$ cat src/rtl/field_serializer_pkg.sv
// Shared types for the field serializer: table entry layout, field types,
// protobuf wire types and key construction.
package field_serializer_pkg;

  localparam int FIELD_ID_W = 29;
  localparam int OFFSET_W   = 16;

  typedef enum logic [1:0] {
    FT_VARINT64 = 2'd0,
    FT_SINT64   = 2'd1,
    FT_FIXED32  = 2'd2,
    FT_FIXED64  = 2'd3
  } field_type_e;

  typedef struct packed {
    logic [FIELD_ID_W-1:0] field_id;
    logic [OFFSET_W-1:0]   offset;
    logic                  nested;
    field_type_e           ftype;
  } TABLE_ENTRY;

  localparam logic [2:0] WT_VARINT = 3'd0;
  localparam logic [2:0] WT_I64    = 3'd1;
  localparam logic [2:0] WT_I32    = 3'd5;

  typedef enum logic [2:0] {
    S_IDLE  = 3'd0,
    S_FETCH = 3'd1,
    S_KEY   = 3'd2,
    S_VAL   = 3'd3,
    S_DONE  = 3'd4
  } ser_state_e;

  function automatic logic [2:0] wire_type(input field_type_e ft);
    case (ft)
      FT_FIXED64: return WT_I64;
      FT_FIXED32: return WT_I32;
      default:    return WT_VARINT;
    endcase
  endfunction

  // Key is (field_id << 3) | wire_type; a 29-bit id keeps it within 32 bits.
  function automatic logic [63:0] key_value(input logic [FIELD_ID_W-1:0] fid,
                                            input field_type_e ft);
    return {32'd0, fid, wire_type(ft)};
  endfunction

endpackage

$ cat src/rtl/field_serializer_if.sv
// Bus bundle between the object buffer / memory / byte sink and the serializer.
// master = serializer side, slave = environment side.
interface field_serializer_if #(
  parameter int ADDR_W = 64
);
  import field_serializer_pkg::*;

  TABLE_ENTRY        entry;
  logic              entry_valid;
  logic [ADDR_W-1:0] cpp_base_addr;
  logic              ser_ready;
  logic              ser_done;
  logic              mem_req;
  logic [ADDR_W-1:0] mem_addr;
  logic              mem_rvalid;
  logic [63:0]       mem_rdata;
  logic [7:0]        out_byte;
  logic              out_valid;
  logic              out_ready;

  modport master (
    input  entry, entry_valid, cpp_base_addr, mem_rvalid, mem_rdata, out_ready,
    output ser_ready, ser_done, mem_req, mem_addr, out_byte, out_valid
  );

  modport slave (
    output entry, entry_valid, cpp_base_addr, mem_rvalid, mem_rdata, out_ready,
    input  ser_ready, ser_done, mem_req, mem_addr, out_byte, out_valid
  );

endinterface

$ cat src/rtl/field_serializer_varint_emitter.sv
// Byte shifter shared by key and value emission. Loads a 64-bit value in
// either varint mode (7 bits per byte, continuation bit) or fixed mode
// (N bytes LSB first) and presents one registered byte per valid/ready beat.
// A load may coincide with acceptance of the previous last byte so that
// consecutive loads produce no bubble.
module field_serializer_varint_emitter (
  input  logic        clk,
  input  logic        reset,
  input  logic        load,
  input  logic [63:0] load_value,
  input  logic        load_fixed,
  input  logic [3:0]  load_nbytes,
  output logic [7:0]  out_byte,
  output logic        out_valid,
  output logic        out_last,
  input  logic        out_ready
);

  logic [63:0] rest_q;
  logic        fixed_q;
  logic [3:0]  left_q;

  logic [63:0] src;
  logic        src_fixed;
  logic [3:0]  src_left;
  logic [7:0]  head;
  logic        head_last;
  logic [63:0] tail;
  logic [3:0]  tail_left;
  logic        advance;

  assign advance = load || (out_valid && out_ready && !out_last);

  // Next byte to present: taken from a fresh load or from the remaining value.
  always_comb begin
    src       = load ? load_value  : rest_q;
    src_fixed = load ? load_fixed  : fixed_q;
    src_left  = load ? load_nbytes : left_q;
    head      = 8'd0;
    head_last = 1'b0;
    tail      = 64'd0;
    tail_left = src_left;
    if (src_fixed) begin
      head      = src[7:0];
      tail      = src >> 8;
      head_last = (src_left <= 4'd1);
      tail_left = src_left - 4'd1;
    end else begin
      tail      = src >> 7;
      head_last = (tail == 64'd0);
      head      = {~head_last, src[6:0]};
    end
  end

  // Output byte register: held while stalled, dropped after the last beat.
  always_ff @(posedge clk) begin
    if (reset) begin
      out_valid <= 1'b0;
      out_byte  <= 8'd0;
      out_last  <= 1'b0;
    end else if (advance) begin
      out_valid <= 1'b1;
      out_byte  <= head;
      out_last  <= head_last;
    end else if (out_valid && out_ready) begin
      out_valid <= 1'b0;
    end
  end

  // Remaining-value shift register; pure datapath, no reset needed.
  always_ff @(posedge clk) begin
    if (advance) begin
      rest_q  <= tail;
      left_q  <= tail_left;
      fixed_q <= src_fixed;
    end
  end

endmodule

$ cat src/rtl/field_serializer.sv
// Serializes one table entry at a time into protobuf wire bytes: fetches the
// field value from the C++ object, emits the key varint, then the value
// (varint, zigzag varint, fixed32 or fixed64), then pulses ser_done.
module field_serializer
  import field_serializer_pkg::*;
#(
  parameter int ADDR_W        = 64,
  parameter bit SKIP_DEFAULTS = 1'b1
) (
  input  logic               clk,
  input  logic               reset,
  field_serializer_if.master bus
);

  ser_state_e            state, state_nxt;
  logic [FIELD_ID_W-1:0] field_id_q;
  field_type_e           ftype_q;
  logic [63:0]           value_q;
  logic [ADDR_W-1:0]     mem_addr_q;
  logic                  key_loaded_q;
  logic [63:0]           fetched;

  logic                  em_load;
  logic [63:0]           em_value;
  logic                  em_fixed;
  logic [3:0]            em_nbytes;
  logic [7:0]            em_byte;
  logic                  em_valid;
  logic                  em_last;
  logic                  accept_last;

  function automatic logic [63:0] zigzag(input logic signed [63:0] v);
    logic signed [63:0] z;
    z = (v <<< 1) ^ (v >>> 63);
    return $unsigned(z);
  endfunction

  // Value as it will be encoded: sint64 is zigzagged, fixed32 keeps 32 bits.
  function automatic logic [63:0] field_value(input field_type_e ft,
                                              input logic [63:0] raw);
    case (ft)
      FT_SINT64:  return zigzag($signed(raw));
      FT_FIXED32: return {32'd0, raw[31:0]};
      default:    return raw;
    endcase
  endfunction

  assign fetched     = field_value(ftype_q, bus.mem_rdata);
  assign accept_last = em_valid && bus.out_ready && em_last;

  // State register.
  always_ff @(posedge clk) begin
    if (reset) state <= S_IDLE;
    else       state <= state_nxt;
  end

  // Control registers: read address and key-loaded flag.
  always_ff @(posedge clk) begin
    if (reset) begin
      mem_addr_q   <= '0;
      key_loaded_q <= 1'b0;
    end else begin
      if (state == S_IDLE && bus.entry_valid)
        mem_addr_q <= bus.cpp_base_addr + ADDR_W'(bus.entry.offset);
      key_loaded_q <= (state == S_KEY);
    end
  end

  // Datapath latches: entry descriptor in IDLE, encoded value in FETCH.
  always_ff @(posedge clk) begin
    if (state == S_IDLE && bus.entry_valid) begin
      field_id_q <= bus.entry.field_id;
      ftype_q    <= bus.entry.ftype;
    end
    if (state == S_FETCH && bus.mem_rvalid)
      value_q <= fetched;
  end

  // Next-state logic and emitter load control.
  always_comb begin
    state_nxt = state;
    em_load   = 1'b0;
    em_value  = 64'd0;
    em_fixed  = 1'b0;
    em_nbytes = 4'd0;
    case (state)
      S_IDLE: begin
        if (bus.entry_valid)
          state_nxt = (bus.entry.field_id == '0 || bus.entry.nested) ? S_DONE : S_FETCH;
      end
      S_FETCH: begin
        if (bus.mem_rvalid)
          state_nxt = (SKIP_DEFAULTS && fetched == 64'd0) ? S_DONE : S_KEY;
      end
      S_KEY: begin
        if (!key_loaded_q) begin
          em_load  = 1'b1;
          em_value = key_value(field_id_q, ftype_q);
        end else if (accept_last) begin
          // Value loads on the same edge the last key byte leaves: no bubble.
          em_load   = 1'b1;
          em_value  = value_q;
          state_nxt = S_VAL;
          case (ftype_q)
            FT_FIXED64: begin em_fixed = 1'b1; em_nbytes = 4'd8; end
            FT_FIXED32: begin em_fixed = 1'b1; em_nbytes = 4'd4; end
            default:    begin em_fixed = 1'b0; em_nbytes = 4'd0; end
          endcase
        end
      end
      S_VAL: begin
        if (accept_last) state_nxt = S_DONE;
      end
      S_DONE:  state_nxt = S_IDLE;
      default: state_nxt = S_IDLE;
    endcase
  end

  field_serializer_varint_emitter u_emitter (
    .clk         (clk),
    .reset       (reset),
    .load        (em_load),
    .load_value  (em_value),
    .load_fixed  (em_fixed),
    .load_nbytes (em_nbytes),
    .out_byte    (em_byte),
    .out_valid   (em_valid),
    .out_last    (em_last),
    .out_ready   (bus.out_ready)
  );

  assign bus.ser_ready = (state == S_IDLE);
  assign bus.ser_done  = (state == S_DONE);
  assign bus.mem_req   = (state == S_FETCH);
  assign bus.mem_addr  = mem_addr_q;
  assign bus.out_byte  = em_byte;
  assign bus.out_valid = em_valid;

endmodule

$ cat src/flat_wrapper.sv
// flat-port wrapper written by rule: the top's interface ports become plain ports
module field_serializer_flat import field_serializer_pkg::*;
#(
  parameter int ADDR_W        = 64,
  parameter bit SKIP_DEFAULTS = 1'b1
)
  (clk, reset, bus_entry, bus_entry_valid, bus_cpp_base_addr, bus_mem_rvalid, bus_mem_rdata, bus_out_ready, bus_ser_ready, bus_ser_done, bus_mem_req, bus_mem_addr, bus_out_byte, bus_out_valid);
  field_serializer_if #(.ADDR_W(ADDR_W)) bus_i ();
  input  logic clk;
  input  logic reset;
  input wire logic [$bits(bus_i.entry)-1:0] bus_entry;
  input wire logic [$bits(bus_i.entry_valid)-1:0] bus_entry_valid;
  input wire logic [$bits(bus_i.cpp_base_addr)-1:0] bus_cpp_base_addr;
  input wire logic [$bits(bus_i.mem_rvalid)-1:0] bus_mem_rvalid;
  input wire logic [$bits(bus_i.mem_rdata)-1:0] bus_mem_rdata;
  input wire logic [$bits(bus_i.out_ready)-1:0] bus_out_ready;
  output wire logic [$bits(bus_i.ser_ready)-1:0] bus_ser_ready;
  output wire logic [$bits(bus_i.ser_done)-1:0] bus_ser_done;
  output wire logic [$bits(bus_i.mem_req)-1:0] bus_mem_req;
  output wire logic [$bits(bus_i.mem_addr)-1:0] bus_mem_addr;
  output wire logic [$bits(bus_i.out_byte)-1:0] bus_out_byte;
  output wire logic [$bits(bus_i.out_valid)-1:0] bus_out_valid;
  assign bus_i.entry = bus_entry;
  assign bus_i.entry_valid = bus_entry_valid;
  assign bus_i.cpp_base_addr = bus_cpp_base_addr;
  assign bus_i.mem_rvalid = bus_mem_rvalid;
  assign bus_i.mem_rdata = bus_mem_rdata;
  assign bus_i.out_ready = bus_out_ready;
  assign bus_ser_ready = bus_i.ser_ready;
  assign bus_ser_done = bus_i.ser_done;
  assign bus_mem_req = bus_i.mem_req;
  assign bus_mem_addr = bus_i.mem_addr;
  assign bus_out_byte = bus_i.out_byte;
  assign bus_out_valid = bus_i.out_valid;
  field_serializer #(.ADDR_W(ADDR_W), .SKIP_DEFAULTS(SKIP_DEFAULTS)) u_core (.clk(clk), .reset(reset), .bus(bus_i));
endmodule
$ cat config.mk
export PLATFORM = sky130hd
export DESIGN_NAME = field_serializer_flat
export DESIGN_NICKNAME = d
export VERILOG_FILES = /design/src/rtl/field_serializer_pkg.sv /design/src/rtl/field_serializer_if.sv /design/src/rtl/field_serializer_varint_emitter.sv /design/src/rtl/field_serializer.sv /design/src/flat_wrapper.sv
export SDC_FILE = /design/constraint.sdc
export NUM_CORES = 1
export LEC_CHECK = 0
export ABC_AREA = 1
export BUFFER_PORTS_ARGS = -buffer_cell sky130_fd_sc_hd__buf_2
export CAP_MARGIN = 5
export CORE_MARGIN = 1
export CORE_UTILIZATION = 35
export DETAILED_ROUTE_END_ITERATION = 8
export PLACE_DENSITY = 0.64
export SYNTH_ARGS = -nofsm -noshare
export SYNTH_HDL_FRONTEND = slang
export SYNTH_SLANG_ARGS = --single-unit
$ cat constraint.sdc
create_clock -name clk -period 10.2 [get_ports clk]
set_input_delay 2.55 -clock clk [delete_from_list [all_inputs] [get_ports clk]]
set_output_delay 2.55 -clock clk [all_outputs]
set_load 0.02 [all_outputs]
==> reports/results.ini <==
[run_status]
outcome = complete, no violations

[worst_hold_path]
hold_path.class = reg -> reg
min-delay-start = u_core.bus.mem_addr[0]
whs_path_depth = 2
hold_end = u_core.bus.mem_addr[0]

[synth]
netlist_area_um2 = 14600
yosysSeqAreaShare_pct = 43.1
yosysUniqueCellTypes = 42
syn_nets = 2235
yosysWarnings = 0
synth_edf_count = 157
ys_seq_elements = 235
synthArstFlopShare_pct = 0
synthCells = 2031
ys.flop_type = edfxtp_1
syn_area_per_cell_um2 = 7.16

[timing]
hold_viol = 0
final_max_slew_viol_count = 0
max_freq_mhz = 206
finalSetupViolCount = 0
post-route-worst-setup-slack_ns = 5.35
skew_ns = 0.0203
whs_ns = 0.481
period_minus_slack_ns = 4.85
rsz0062_at_grt = false
period_share_pct = 47.6
tns_ns = 0
worst_pin_slew_ns = 1.23
relSlewSlack_pct = 18.0

[pwr]
p_total_mw = 4.04
powerDensity_nw_per_um2 = 235
peakVddDrop_v = 0.000148
leakagePower_nw = 8.00

[final_layout]
fin_cells = 2802
layout_commonest_cell = nand2_1
utilization_pct = 42.1
final_cell_area_um2 = 17200
syn_to_final_growth_pct = 18.3
mostFrequentLayoutCells = nand2_1, inv_1, buf_2
layout-drive-gt1-share_pct = 15.0
layout.nets = 2452

[die]
die_area_um2 = 42400
initial_core_util_pct = 35.6
core_area_um2 = 40900
io_pins = 257
rows = 74
die_w_um = 206
die_h_um = 206

[setup_path]
regToRegEndpoint = u_core.bus.mem_addr[46]
cp_slowest_cell = buf_4
crit_type = in -> reg
critical-path-max-stage-delay_ns = 0.53
ff2ff_setup_slack_ns = 6.65
path_cells = buf_2 -> nand3_4 -> nor2_2 -> buf_4 -> nand2_1 -> inv_2 -> nand2_1 -> o21ai_4 -> buf_4 -> nand2_1 -> nor3b_1 -> xor2_1
worstPathArrival_ns = 5.18
cp_max_fo = 55
reg2reg_from = u_core.state[2]
r2r_cells = 9
endpoint_kind = register
critPathTopFamily = buffers and inverters
crit_path_start_kind = input port
startpoint = bus_out_ready
crit_required_ns = 10.53
crit_top_cell = nand2_1
critPathBufInv = 4

[drt]
viasPerCell = 5.11
wirelength_um = 50700
vias = 14307
drc = 0
drt_iter0_drc = 1201
wl_per_cell_um = 18.1
dr.pass1.iters = 5
ant_nets = 0

[clock_network]
cts_tree = built
clkLatencyLatePin_ns = 0.59
cts_max_level = 1
cts-root-buf = clkbuf_16
post_cts_buffers = 0
numCtsBuffers = 29
postCtsHoldBufs = 0
clock-sinks = 235
ctsResizeCount = 0
clk_path_buf_depth = 3
clk_pin_slew_ns = 0.06

[placement]
detailed_place_hpwl_um = 39400
gp_congestion = 0.957
placed_cell_area_um2 = 16200
dp.cells = 2749
dp_worst_setup_slack_ns = 4.80
port_buffers = 256

[grt]
grt_pass1_vias = 13221
grt_util_all_layers_pct = 23.5
overflow = 0
antenna_found_initial = 5
grt_pass1_wl_um = 76000
grt_max_degree = 110

[run]
maxCapViolCount = 0

-- tightest hold or removal path: cells and delay by family (launching register included) --
kind             cells  cell delay [ns]
flip-flops           1             0.31
AND/OR/NAND/NOR      1             0.06
AO/OA/AOI/OAI        1             0.06
-- where the power goes --
| part | switching, mW | internal [mW] |
|---|---|---|
| Sequential | 0.124 | 1.38 |
| Clock | 0.432 | 0.628 |
| Combinational | 1.04 | 0.429 |
-- synthesized netlist by cell type, types with 2 or more instances --
cell type | n | area share [%]
xnor2_1 | 9 | 0.54
or2_2 | 16 | 0.69
xor2_1 | 20 | 1.2
a31oi_1 | 21 | 0.90
nand3b_1 | 8 | 0.41
o22ai_1 | 5 | 0.21
buf_1 | 3 | 0.077
buf_2 | 28 | 0.96
o21a_1 | 21 | 1.1
inv_2 | 4 | 0.10
nor2_1 | 201 | 5.2
dfxtp_1 | 78 | 11
o21ai_2 | 2 | 0.12
nor3_1 | 32 | 1.1
o211ai_1 | 20 | 1.0
inv_1 | 282 | 7.3
nand2_1 | 595 | 15
nor3b_1 | 2 | 0.10
a21boi_0 | 8 | 0.41
a21oi_1 | 27 | 0.93
o21bai_1 | 22 | 1.1
ha_1 | 22 | 1.9
nor2_2 | 2 | 0.086
o21ai_0 | 166 | 5.7
a22o_1 | 5 | 0.30
a21o_1 | 4 | 0.21
nor4_1 | 19 | 0.82
edfxtp_1 | 157 | 32
clkbuf_1 | 45 | 1.2
nand3_1 | 167 | 5.7
buf_6 | 3 | 0.23
nand4_1 | 27 | 1.2
-- flip-flops by register name, summed over array words and instances, names as in the netlist --
register,cells
u_core.value_q,64
u_core.u_emitter.fixed_q,1
u_core.bus.mem_addr,64
u_core.u_emitter.rest_q,57
u_core.u_emitter.out_byte,8
u_core.u_emitter.out_valid,1
u_core.ftype_q,2
u_core.field_id_q,29
u_core.state,3
u_core.u_emitter.left_q,4
u_core.u_emitter.out_last,1
u_core.key_loaded_q,1
-- worst max-delay path by stage --
stage / cells past startpoint / slack (ns) / end
3_5_place_dp: 16 / 4.80 / u_core.state[1]
5_1_grt: 16 / 5.07 / u_core.state[1]
6_report: 12 / 5.35 / u_core.u_emitter.left_q[3]
3_3_place_gp: 16 / 4.78 / u_core.state[1]
2_1_floorplan: 2 / 4.47 / u_core.value_q[0]
4_1_cts: 16 / 5.40 / u_core.state[1]
-- layout make-up --
type | instances | area, um2
clock inverter | 15 | 204
clock buffer | 37 | 756
inverter | 286 | 1080
tap | 532 | 666
sequential | 235 | 6280
antenna | 1 | 2.50
multi-input combinational | 1430 | 6870
timing repair buffer | 266 | 1360
fill | 4241 | 23700
-- routing by layer --
| metal | track usage (%) | vias up | part of all wire (%) | wire, um |
|---|---|---|---|---|
| met2 | 36.9 | 541 | 44 | 22300 |
| met1 | 32.3 | 6570 | 45 | 22800 |
| met5 | 0 | - | 0.15 | 76 |
| met3 | 4.78 | 107 | 7.6 | 3870 |
| met4 | 7.77 | 10 | 3.4 | 1710 |
| li1 | - | 7079 | - | - |
-- kinds of logic after synthesis --
group / after synthesis / share of synthesized area [%]
flops: 235 / 43.1
fa+ha+maj: 23 / 2.03
compound gates: 304 / 12.2
buf+inv: 366 / 9.86
simple gates: 1074 / 31.0
xor+xnor: 29 / 1.75
(Power assumes the default switching activity.)
